File: config.mk
export PLATFORM = sky130hd
export DESIGN_NAME = pipeline_stall_controller
export DESIGN_NICKNAME = d
export VERILOG_FILES = /design/src/rtl/pipeline_ctrl_pkg.sv /design/src/rtl/load_use_detector.sv /design/src/rtl/pipeline_stall_controller.sv
export SDC_FILE = /design/constraint.sdc
export NUM_CORES = 1
export LEC_CHECK = 0
export CAP_MARGIN = 20
export CORE_MARGIN = 2
export CORE_UTILIZATION = 35
export DETAILED_ROUTE_END_ITERATION = 16
export GPL_ROUTABILITY_DRIVEN = 0
export PLACE_DENSITY = 0.6
export SYNTH_ARGS = -nofsm -noshare
export SYNTH_HDL_FRONTEND = slang
export SYNTH_SLANG_ARGS = --single-unit
File: constraint.sdc
create_clock -name clk -period 3.2 [get_ports clk]
set_input_delay 0.32 -clock clk [delete_from_list [all_inputs] [get_ports clk]]
set_output_delay 0.32 -clock clk [all_outputs]
set_load 0.05 [all_outputs]
File: src/rtl/pipeline_ctrl_pkg.sv
// Shared types and constants for the pipeline stall/flush sequencer.
package pipeline_ctrl_pkg;

    localparam int REG_W           = 4;
    localparam int DEFAULT_TIMEOUT = 255;

    // Instruction word a flushed pipeline register is loaded with.
    localparam logic [31:0] NOP_INSTR = 32'h0000_0000;

    typedef enum logic {
        RUN      = 1'b0,
        MEM_WAIT = 1'b1
    } state_t;

    // Per-stage register enables and bubble/flush controls, MSB first.
    typedef struct packed {
        logic pc_en;
        logic if_id_en;
        logic id_exe_en;
        logic exe_mem_en;
        logic mem_wb_en;
        logic if_id_flush;
        logic id_exe_flush;
    } ctrl_t;

    localparam ctrl_t CTRL_FREEZE = '0;

    // Non-freeze decode: a taken branch kills IF/ID and ID/EXE, which also
    // discards any load-use hazard on the killed ID instruction.
    function automatic ctrl_t run_decode(input logic branch, input logic lu);
        ctrl_t c;
        c = '{pc_en: 1'b1, if_id_en: 1'b1, id_exe_en: 1'b1, exe_mem_en: 1'b1,
              mem_wb_en: 1'b1, if_id_flush: 1'b0, id_exe_flush: 1'b0};
        if (branch) begin
            c.if_id_flush  = 1'b1;
            c.id_exe_flush = 1'b1;
        end else if (lu) begin
            c.pc_en        = 1'b0;
            c.if_id_en     = 1'b0;
            c.id_exe_flush = 1'b1;
        end
        return c;
    endfunction

endpackage

File: src/rtl/load_use_detector.sv
// Combinational load-use hazard comparator between the ID and EXE stages.
module load_use_detector #(
    parameter int REG_W = pipeline_ctrl_pkg::REG_W
) (
    input  logic [REG_W-1:0] RP_id,
    input  logic [REG_W-1:0] RS_id,
    input  logic             usa_rp_id,
    input  logic             usa_rs_id,
    input  logic [REG_W-1:0] RG_exe,
    input  logic             load_exe,
    input  logic             prohib_exe,
    output logic             lu
);

    logic w_rp_hit;
    logic w_rs_hit;

    // Register 0 is compared like any other register.
    assign w_rp_hit = usa_rp_id && (RP_id == RG_exe);
    assign w_rs_hit = usa_rs_id && (RS_id == RG_exe);
    assign lu       = load_exe && !prohib_exe && (w_rp_hit || w_rs_hit);

endmodule

File: src/rtl/pipeline_stall_controller.sv
// Stall/flush sequencer: load-use bubble, memory-wait freeze with timeout,
// two-slot branch flush, and a saturating stall-cycle counter.
module pipeline_stall_controller
    import pipeline_ctrl_pkg::*;
#(
    parameter int REG_W   = pipeline_ctrl_pkg::REG_W,
    parameter int TO_W    = 8,
    parameter int TIMEOUT = pipeline_ctrl_pkg::DEFAULT_TIMEOUT,
    parameter int CNT_W   = 16
) (
    input  logic             clk,
    input  logic             rst_n,
    input  logic [REG_W-1:0] RP_id,
    input  logic [REG_W-1:0] RS_id,
    input  logic             usa_rp_id,
    input  logic             usa_rs_id,
    input  logic [REG_W-1:0] RG_exe,
    input  logic             load_exe,
    input  logic             prohib_exe,
    input  logic             mem_req,
    input  logic             mem_ack,
    input  logic             branch_taken_exe,
    input  logic             clr_stats,
    output logic             pc_en,
    output logic             if_id_en,
    output logic             id_exe_en,
    output logic             exe_mem_en,
    output logic             mem_wb_en,
    output logic             if_id_flush,
    output logic             id_exe_flush,
    output logic             mem_timeout_err,
    output logic [CNT_W-1:0] stall_count
);

    state_t           r_state;
    state_t           w_state_nxt;
    logic [TO_W-1:0]  r_wait_cnt;
    logic [TO_W-1:0]  w_wait_cnt_nxt;
    logic             r_branch_pend;
    logic             w_branch_pend_nxt;
    logic             r_timeout_err;
    logic [CNT_W-1:0] r_stall_cnt;
    logic             w_lu;
    logic             w_timeout;
    logic             w_set_err;
    ctrl_t            w_ctrl;
    ctrl_t            w_ctrl_out;

    load_use_detector #(.REG_W(REG_W)) u_lu (
        .RP_id      (RP_id),
        .RS_id      (RS_id),
        .usa_rp_id  (usa_rp_id),
        .usa_rs_id  (usa_rs_id),
        .RG_exe     (RG_exe),
        .load_exe   (load_exe),
        .prohib_exe (prohib_exe),
        .lu         (w_lu)
    );

    assign w_timeout = (r_wait_cnt == TO_W'(TIMEOUT));

    // Next-state and Mealy output decode for the RUN / MEM_WAIT sequencer.
    always_comb begin
        // NOTE: every signal gets a default first so no path leaves one unassigned (no latch).
        w_state_nxt       = r_state;
        w_wait_cnt_nxt    = r_wait_cnt;
        w_branch_pend_nxt = r_branch_pend;
        w_set_err         = 1'b0;
        w_ctrl            = CTRL_FREEZE;
        case (r_state)
            RUN: begin
                if (mem_req && !mem_ack) begin
                    w_state_nxt       = MEM_WAIT;
                    w_wait_cnt_nxt    = TO_W'(1);
                    w_branch_pend_nxt = branch_taken_exe;
                end else begin
                    w_ctrl = run_decode(branch_taken_exe, w_lu);
                end
            end
            MEM_WAIT: begin
                if (mem_ack || w_timeout) begin
                    w_ctrl            = run_decode(branch_taken_exe || r_branch_pend, w_lu);
                    w_state_nxt       = RUN;
                    w_branch_pend_nxt = 1'b0;
                    w_set_err         = !mem_ack;
                end else begin
                    w_wait_cnt_nxt    = r_wait_cnt + TO_W'(1);
                    w_branch_pend_nxt = r_branch_pend || branch_taken_exe;
                end
            end
            default: w_state_nxt = RUN;
        endcase
    end

    // Outputs are forced inactive while reset is held.
    assign w_ctrl_out   = rst_n ? w_ctrl : CTRL_FREEZE;
    assign pc_en        = w_ctrl_out.pc_en;
    assign if_id_en     = w_ctrl_out.if_id_en;
    assign id_exe_en    = w_ctrl_out.id_exe_en;
    assign exe_mem_en   = w_ctrl_out.exe_mem_en;
    assign mem_wb_en    = w_ctrl_out.mem_wb_en;
    assign if_id_flush  = w_ctrl_out.if_id_flush;
    assign id_exe_flush = w_ctrl_out.id_exe_flush;

    // Sequencer state, wait counter and deferred-branch flag.
    always_ff @(posedge clk or negedge rst_n) begin
        if (!rst_n) begin
            r_state       <= RUN;
            r_wait_cnt    <= '0;
            r_branch_pend <= 1'b0;
        end else begin
            // NOTE: state registers use non-blocking assignment so every flop samples pre-edge values.
            r_state       <= w_state_nxt;
            r_wait_cnt    <= w_wait_cnt_nxt;
            r_branch_pend <= w_branch_pend_nxt;
        end
    end

    // Sticky timeout flag and saturating stall counter; clear wins over update.
    always_ff @(posedge clk or negedge rst_n) begin
        if (!rst_n) begin
            r_timeout_err <= 1'b0;
            r_stall_cnt   <= '0;
        end else if (clr_stats) begin
            r_timeout_err <= 1'b0;
            r_stall_cnt   <= '0;
        end else begin
            if (w_set_err)
                r_timeout_err <= 1'b1;
            if (!w_ctrl.pc_en && (r_stall_cnt != {CNT_W{1'b1}}))
                r_stall_cnt <= r_stall_cnt + CNT_W'(1);
        end
    end

    assign mem_timeout_err = r_timeout_err;
    assign stall_count     = r_stall_cnt;

endmodule
* Word level (Yosys, flattened, before mapping)
Cells that the tools add are included.
** Word-level totals
- Memories :: 0
- Input port bits :: 22
- Logic and storage cells :: 56
- Output and inout port bits :: 24
- Register bits :: 27
- Memory bits (read-only) :: 0
- Latch bits :: 0
- Bits in writable memories :: 0
** Operators by class
- Div/mod/pow operators :: 0
- Eq/ne operators :: 6
- Multipliers :: 0
- Bitwise logic cells :: 1
- Add/subtract/negate cells :: 2
- Reductions and logical operators :: 15
- Muxes and demuxes :: 27
- Order comparisons :: 0
- Shift-type cells :: 0
** Operators by type and width (number)
- 2-to-1 mux 16 bit :: 2
- 2-to-1 mux 7 bit :: 3
- adder 16 x 1 -> 16 bit, second input constant :: 1
- 2-to-1 mux 8 bit :: 2
- inequality test 16 bit, second input constant :: 1
- case mux 8 bit (2 select lines) :: 1
- case mux 7 bit (2 select lines) :: 1
- 2-to-1 mux 1 bit :: 13
- adder 8 x 1 -> 8 bit, second input constant :: 1
- equality test 4 bit :: 2
- equality test 8 bit, second input constant :: 1
- logical AND 1 bit :: 6
- 2-to-1 mux 2 bit :: 3
- inequality test 2 bit, second input constant :: 2
- case mux 1 bit (2 select lines) :: 2
- nonzero test 2 bit :: 2
- zero test 1 bit :: 3
- logical OR 1 bit :: 3
- AND reduction 2 bit :: 1
- inverter 1 bit :: 1

* Depth between registers and ports, before layout
Gate-level depths: netlist (run 1).
- Depth after elaboration :: 12
- Mapped depth :: 9
- Mapped depth without buffers :: 7

* Hierarchy
A second synthesis (run 1) with hierarchy kept.
** Unflattened totals
- Cell total of the unflattened synthesis :: 188
- Area, all modules :: 1700.4 sq um
** Modules (own cells, without submodules)
- pipeline_stall_controller :: cells each 175, seq. area each 675.6 sq um, times used 1, area each 1591.5 sq um
- load_use_detector :: cells each 13, seq. area each 0.0 sq um, times used 1, area each 108.9 sq um

* Least setup slack after synthesis (run 1)
OpenSTA, ideal clock, no wires.
- Kind :: reg-to-output
- Start :: register r_wait_cnt[0]
- End :: output pc_en
- Path buffers :: 2
- Cell stages (with the launch flop) :: 8
- Path slack :: 294 ps
- Required time :: 2880 ps
- Arrival time :: 2586 ps
- Cell sequence :: dfrtp_1 ha_1 and3_1 a31o_2 buf_1 and2_1 and2_1 buf_4
** Between the ends
- Cells in the longest elaborated chain, start to end :: 5
** RTL lines
- from (decl) :: RTL line pipeline_stall_controller.sv:37 : logic [TO_W-1:0] r_wait_cnt;
- from (signal assigned) :: RTL line pipeline_stall_controller.sv:114 : r_wait_cnt <= w_wait_cnt_nxt;
- equality test 8 bit :: RTL line pipeline_stall_controller.sv:60 : assign w_timeout = (r_wait_cnt == TO_W'(TIMEOUT));
- logical OR 1 bit :: RTL line pipeline_stall_controller.sv:81 : if (mem_ack || w_timeout) begin
- 2-to-1 mux 7 bit :: RTL line pipeline_stall_controller.sv:81
- case mux 7 bit (2 select lines) :: RTL line pipeline_stall_controller.sv:70 : case (r_state)
- 2-to-1 mux 7 bit :: RTL line pipeline_stall_controller.sv:96 : assign w_ctrl_out = rst_n ? w_ctrl : CTRL_FREEZE;
- to (decl) :: RTL line pipeline_stall_controller.sv:24 : output logic pc_en,
Every way passes these cells.

* Final worst setup path (run 1)
- Start :: register r_wait_cnt[0]
- End :: output if_id_en
** Between the ends
- Cells in the longest elaborated chain, start to end :: 5
** RTL lines
- equality test 8 bit :: RTL line pipeline_stall_controller.sv:60
- logical OR 1 bit :: RTL line pipeline_stall_controller.sv:81
- 2-to-1 mux 7 bit :: RTL line pipeline_stall_controller.sv:81
- case mux 7 bit (2 select lines) :: RTL line pipeline_stall_controller.sv:70
- 2-to-1 mux 7 bit :: RTL line pipeline_stall_controller.sv:96
- to (decl) :: RTL line pipeline_stall_controller.sv:25 : output logic if_id_en,
Every way passes these cells.

==> impl_metrics.toml, run 1 <==
[clocking]
insertion_delay_ps = 270
cts_resized = 0
clockBufferDepth = 2
post_cts_buffers = 0
cts_buffers = 3
root_buffer = "clkbuf_8"
clock-sinks = 27
cts_tree = "done"
htree_levels = 1
holdBufCountCts = 0
clk_pin_slew_worst_paths_ps = 100

[floorplanning]
std_cell_rows = 25
die_h_um = 75.2
fp.dieArea_sq_um = 5650
ios = 46
start_util = 0.368
die_x_um = 75.2
coreArea_sq_um = 4820

[synth]
postSynthCellCount = 193
syn_avg_cell_area_sq_um = 9.19
ys.warnings.count = 0
synth_seq_area_share = 0.381
yosysUniqueCellTypes = 46
netlist_area_sq_um = 1770
yosysTopAreaCell = "dfrtp_1"
synth_edf_count = 0
synth-async-reset-ratio = 1.00
synth_area_leaders = "dfrtp_1 (38%), xor2_1 (5.4%), nor2_1 (4.9%)"
ys_ff_latch = 27
syn-num-nets = 217
synth_top_area_share = 0.381
synthFlopType = "dfrtp_1"

[timing]
max_slew_margin = 0.563
setup_viol = 0
finalCriticalPeriod_ps = 2820
rsz0062_at_grt = "false"
drv_slew = 0
timing.hold.ws_ps = 457
final_hold_viol_count = 0
tns_ps = 0
skew_ps = 4.68
max_freq_ghz = 0.355
min_period_over_period = 0.881
worst_pin_slew_ps = 650

[placement]
numPortBuffers = 45
post-place-cells = 296
postPlaceCellArea_sq_um = 2320
dp_hpwl_mm = 2.96

[final_layout]
fin_util = 0.491
final_common_cell = "clkdlybuf4s50_1"
nets = 258
synthToLayoutAreaGrowth_pct = 33.4
multi_input_area_sq_um = 1010
most-common-layout-cells = "clkdlybuf4s50_1 (38), dfrtp_1 (27), nor2_1 (23), a21oi_1 (15)"
diodes = 0
drive_gt1_frac = 0.124
design_area_sq_um = 2370
fillers = 499
ff_latch_area_sq_um = 676
instances_no_fill = 300

[setup_path]
crit_chain = "ha_1 -> and3_1 -> and2_1 -> o31ai_1 -> o21ai_2 -> and2_1 -> buf_12"
worstPathRequired_ps = 2880
r2r-start = "r_wait_cnt[0]$_DFFE_PN0P_"
cp-start-kind = "flip-flop"
reg2regPathDepth = 7
cp_common_cell = "and2_1"
critical_path_class = "reg2out"
cp_max_fo = 13
cpMaxStageDelayCell = "dfrtp_1"
critPathArrivalTime_ps = 2500
reg2reg_to = "stall_count[0]$_DFFE_PN0P_"
cp-end-kind = "output port"
r2r_slack_ps = 750
cpPeakStageDelay_ps = 430

[global_routing]
gr-usage-all-layers = 0.151
grt_first_pass_wirelength_mm = 6.69
overflow = 0
grt_pass1_vias = 1420
grt_antenna_before_repair = 0
grt_max_degree = 29

[run]
drv_cap = 0

[power_and_ir_drop]
pwr-share-comb = 0.232
irDropWorstVdd_mv = 0.137
p_int_uw = 533
p_sw_uw = 232
switching_share = 0.303
p_leak_uw = 0.000969
pwr-share-seq = 0.502
p_clk_frac = 0.265
power-per-cell-area_nw_per_um2 = 323

[detailed_routing]
viasPerCell = 5.09
antenna_left = 0
remaining_drc_errors = 0
totalWireLength_mm = 3.90
dr.first_iter.drc_count = 111
dr.pass1.iters = 4
post_drt_wl_per_cell_um = 13.0
vias = 1527

[worst_hold_path]
hold_path_class = "in2async"

[outcome]
status = "finished, final reports clean"
[synthesized netlist by cell type (all sizes together) (3+ instances only)]
master,n
and2,5
nor2b,11
nand3,9
nand4,7
o21ai,7
nand2b,3
mux2,10
nand2,10
a21oi,16
and4,3
and3,8
nor2,23
clkbuf,3
dfrtp,27
buf,8
or3,5
xor2,11
[power by group through the flow]
| stage | Combinational, uW | Clock, uW | Sequential, uW |
|---|---|---|---|
| after floorplan | 95.4 | 0 | 391 |
| after global placement | 178 | 0 | 391 |
| after detailed placement | 180 | 0 | 391 |
| after CTS | 180 | 212 | 384 |
| after global routing | 194 | 220 | 389 |
| final | 177 | 203 | 384 |
[kinds of logic (layout without fill, tap and decap cells)]
kind of cell             Yosys count  in the layout  share of synthesized area
buffers and inverters             13             53                     0.0472
multiplexers                      11             11                     0.0691
flip-flops                        27             27                      0.381
adder cells (fa/ha/maj)            2              2                     0.0141
XOR/XNOR                          13             13                     0.0642
AND/OR/NAND/NOR                   91             91                      0.284
AO/OA/AOI/OAI                     36             36                      0.141
[final cells by class]
type	instances	area share
Multi-Input combinational cell	153	0.429
Sequential cell	27	0.286
Timing Repair Buffer	47	0.226
Tap cell	67	0.0354
Clock buffer	3	0.0175
Clock inverter	1	0.00317
Inverter	2	0.00317
[registers in the layout, summed over array words and instances, names as in the netlist]
register	flops
mem_timeout_err	1
r_branch_pend	1
r_state	1
r_wait_cnt	8
stall_count	16
[routing by layer]
layer | GRT usage | share of wire | routed length [um] | up-vias
li1 | - | - | - | 769
met4 | 0.0409 | 0.0087 | 34 | 0
met2 | 0.243 | 0.47 | 1830 | 38
met3 | 0.0187 | 0.043 | 167 | 2
met1 | 0.215 | 0.48 | 1870 | 718
met5 | 0 | 0 | 0 | -
[stage by stage]
| step | power, uW | setup WS (ps) |
|---|---|---|
| after floorplan | 487 | 294 |
| after global placement | 569 | 583 |
| after detailed placement | 571 | 522 |
| after CTS | 776 | 336 |
| after global routing | 803 | 187 |
| final | 764 | 379 |
[worst max path at each step]
stage                         startpoint        to
5_1_grt        r_wait_cnt[0]$_DFFE_PN0P_     pc_en
3_5_place_dp                   RG_exe[2]  if_id_en
3_3_place_gp                   RG_exe[1]     pc_en
2_1_floorplan  r_wait_cnt[0]$_DFFE_PN0P_     pc_en
4_1_cts        r_wait_cnt[0]$_DFFE_PN0P_  if_id_en
6_report       r_wait_cnt[0]$_DFFE_PN0P_  if_id_en
[worst max-delay path: cells and delay by family, from the launching register on]
kind / cells / cell delay, ps
flip-flops: 1 / 430
adder cells (fa/ha/maj): 1 / 250
AND/OR/NAND/NOR: 3 / 750
AO/OA/AOI/OAI: 2 / 630
buffers and inverters: 1 / 170
Note: power is estimated with default switching activity, not from simulation.
==> run 2: changes to the inputs <==
--- a/config.mk
+++ b/config.mk
@@ -11,6 +11,7 @@
 export DETAILED_ROUTE_END_ITERATION = 16
 export GPL_ROUTABILITY_DRIVEN = 0
 export PLACE_DENSITY = 0.6
+export RECOVER_POWER = 100
 export SYNTH_ARGS = -nofsm -noshare
 export SYNTH_HDL_FRONTEND = slang
 export SYNTH_SLANG_ARGS = --single-unit
==> run 2 against run 1 <==
Compared with the run above: register-to-register slack got worse by 210 ps; die area is the same; flip-flop and latch count unchanged; setup slack lost 100 ps; clock-buffer cell count did not move; largest power group unchanged; sequential share of layout area rose by 0.94 points; fmax decreased by 3.5%; core utilization fell by 1.6 points; cell count stayed put; sequential power hardly changed; hold slack gained 56 ps.
==> impl_metrics.toml, run 2 (synthesized netlist as in run 1, its figures left out) <==
[outcome]
status = "finished, final reports clean"

[placement]
pre_cts_ws_ps = 522
dp_hpwl_mm = 2.96
numPortBuffers = 45

[detailed_routing]
vias = 1522
antenna_left = 0
post_drt_wl_per_cell_um = 13.0
remaining_drc_errors = 0
totalWireLength_mm = 3.90
viasPerCell = 5.07
dr.pass1.iters = 4
dr.first_iter.drc_count = 96

[worst_hold_path]
hold_path_class = "reg2reg"
whs_path_depth = 2
hold_path_startpoint = "mem_timeout_err$_DFFE_PN0P_"
hold_end = "mem_timeout_err$_DFFE_PN0P_"

[setup_path]
critical_path_class = "reg2out"
r2r-start = "r_wait_cnt[0]$_DFFE_PN0P_"
cp-end-kind = "output port"
r2r_slack_ps = 540
cpMaxStageDelayCell = "dfrtp_1"
worstSetupStartpoint = "r_wait_cnt[0]$_DFFE_PN0P_"
cp-start-kind = "flip-flop"
crit_chain = "ha_1 -> and3_1 -> and2_0 -> o31ai_1 -> o21ai_2 -> and2_1 -> clkbuf_2"
reg2reg_to = "stall_count[0]$_DFFE_PN0P_"
critPathArrivalTime_ps = 2600
worstPathRequired_ps = 2880
cp_max_fo = 13
reg2regPathDepth = 7
cpPeakStageDelay_ps = 430

[clocking]
post_cts_buffers = 0
cts_resized = 0
htree_levels = 1
clk_pin_slew_worst_paths_ps = 100
insertion_delay_ps = 270
clockBufferDepth = 2
cts_tree = "done"
holdBufCountCts = 0
cts_buffers = 3
root_buffer = "clkbuf_8"
clock-sinks = 27

[final_layout]
nets = 258
synthToLayoutAreaGrowth_pct = 29.1
fillers = 510
diodes = 0
largest_register_ffs = 16
final_common_cell = "dfrtp_1"
drive_gt1_frac = 0.0858
most-common-layout-cells = "dfrtp_1 (27), nor2_1 (23), clkdlybuf4s50_1 (20), dlygate4sd3_1 (18), a21oi_1 (16)"

[run]
drv_cap = 0

[floorplanning]
die_h_um = 75.2
ios = 46
std_cell_rows = 25
fp.dieArea_sq_um = 5650
die_x_um = 75.2
coreArea_sq_um = 4820
start_util = 0.368

[timing]
max_freq_ghz = 0.342
skew_ps = 5.37
max_slew_margin = 0.00562
worst_pin_slew_ps = 1490
timing.hold.ws_ps = 513
min_period_over_period = 0.913
worst_slack_ps = 277
rsz0062_at_grt = "false"
setup_viol = 0
finalCriticalPeriod_ps = 2920
final_hold_viol_count = 0
tns_ps = 0
drv_slew = 0

[global_routing]
gr-usage-all-layers = 0.151
grt_first_pass_wirelength_mm = 6.69
grt_antenna_before_repair = 0
overflow = 0
grt_pass1_vias = 1420
grt_max_degree = 29

[power_and_ir_drop]
power_uw = 747
power-per-cell-area_nw_per_um2 = 326
p_leak_uw = 0.000996
irDropWorstVdd_mv = 0.136
==> run 2: changes by cell type in the layout (fill, tap and decap cells not counted), sizes merged <==
cell | previous run | this run
dlygate4sd3 | 0 | 18
buf | 9 | 4
clkdlybuf4s50 | 38 | 20
clkbuf | 3 | 8
==> run 2: worst max-delay path, delay by kind of cell (launching register included) <==
kind | cells | cell delay [ps]
fa+ha+maj | 1 | 250
compound gates | 2 | 640
flops | 1 | 430
buf+inv | 1 | 250
simple gates | 3 | 750
==> run 2: worst max-delay path by stage <==
stage	endpoint	slack, ps
after floorplan	pc_en	290
after global placement	pc_en	580
after detailed placement	if_id_en	520
after CTS	if_id_en	340
after global routing	pc_en	100
final	pc_en	280
==> run 2: cell type report <==
cell class	instances	area (sq um)	area share
repair buffers	47	468	0.204
inverters	2	7.51	0.00328
flip-flops and latches	27	676	0.295
clock buffers	3	41.3	0.0180
well taps	67	83.8	0.0366
multi-input cells	153	1010	0.440
clock inverters	1	7.51	0.00328
==> run 2: per-stage QoR <==
stage               cell area, sq um  instances  utilization
floorplan                       1770        193            -
global placement                2320        296        0.481
detailed placement              2320        296        0.481
CTS                             2370        300        0.491
global route                    2290        300        0.476
finish                          2290        300        0.476
==> run 2: where the power goes <==
part,switching [uW],internal (uW)
Clock,114,88.4
Sequential,24.6,359
Combinational,90.1,71.5
Total,228,519
==> run 2: metal layers <==
| metal | GRT usage | share of wire | up-vias |
|---|---|---|---|
| met2 | 0.243 | 0.46 | 38 |
| met1 | 0.215 | 0.49 | 710 |
| met5 | 0 | 0 | - |
| met3 | 0.0187 | 0.040 | 2 |
| li1 | - | - | 772 |
| met4 | 0.0409 | 0.0087 | 0 |
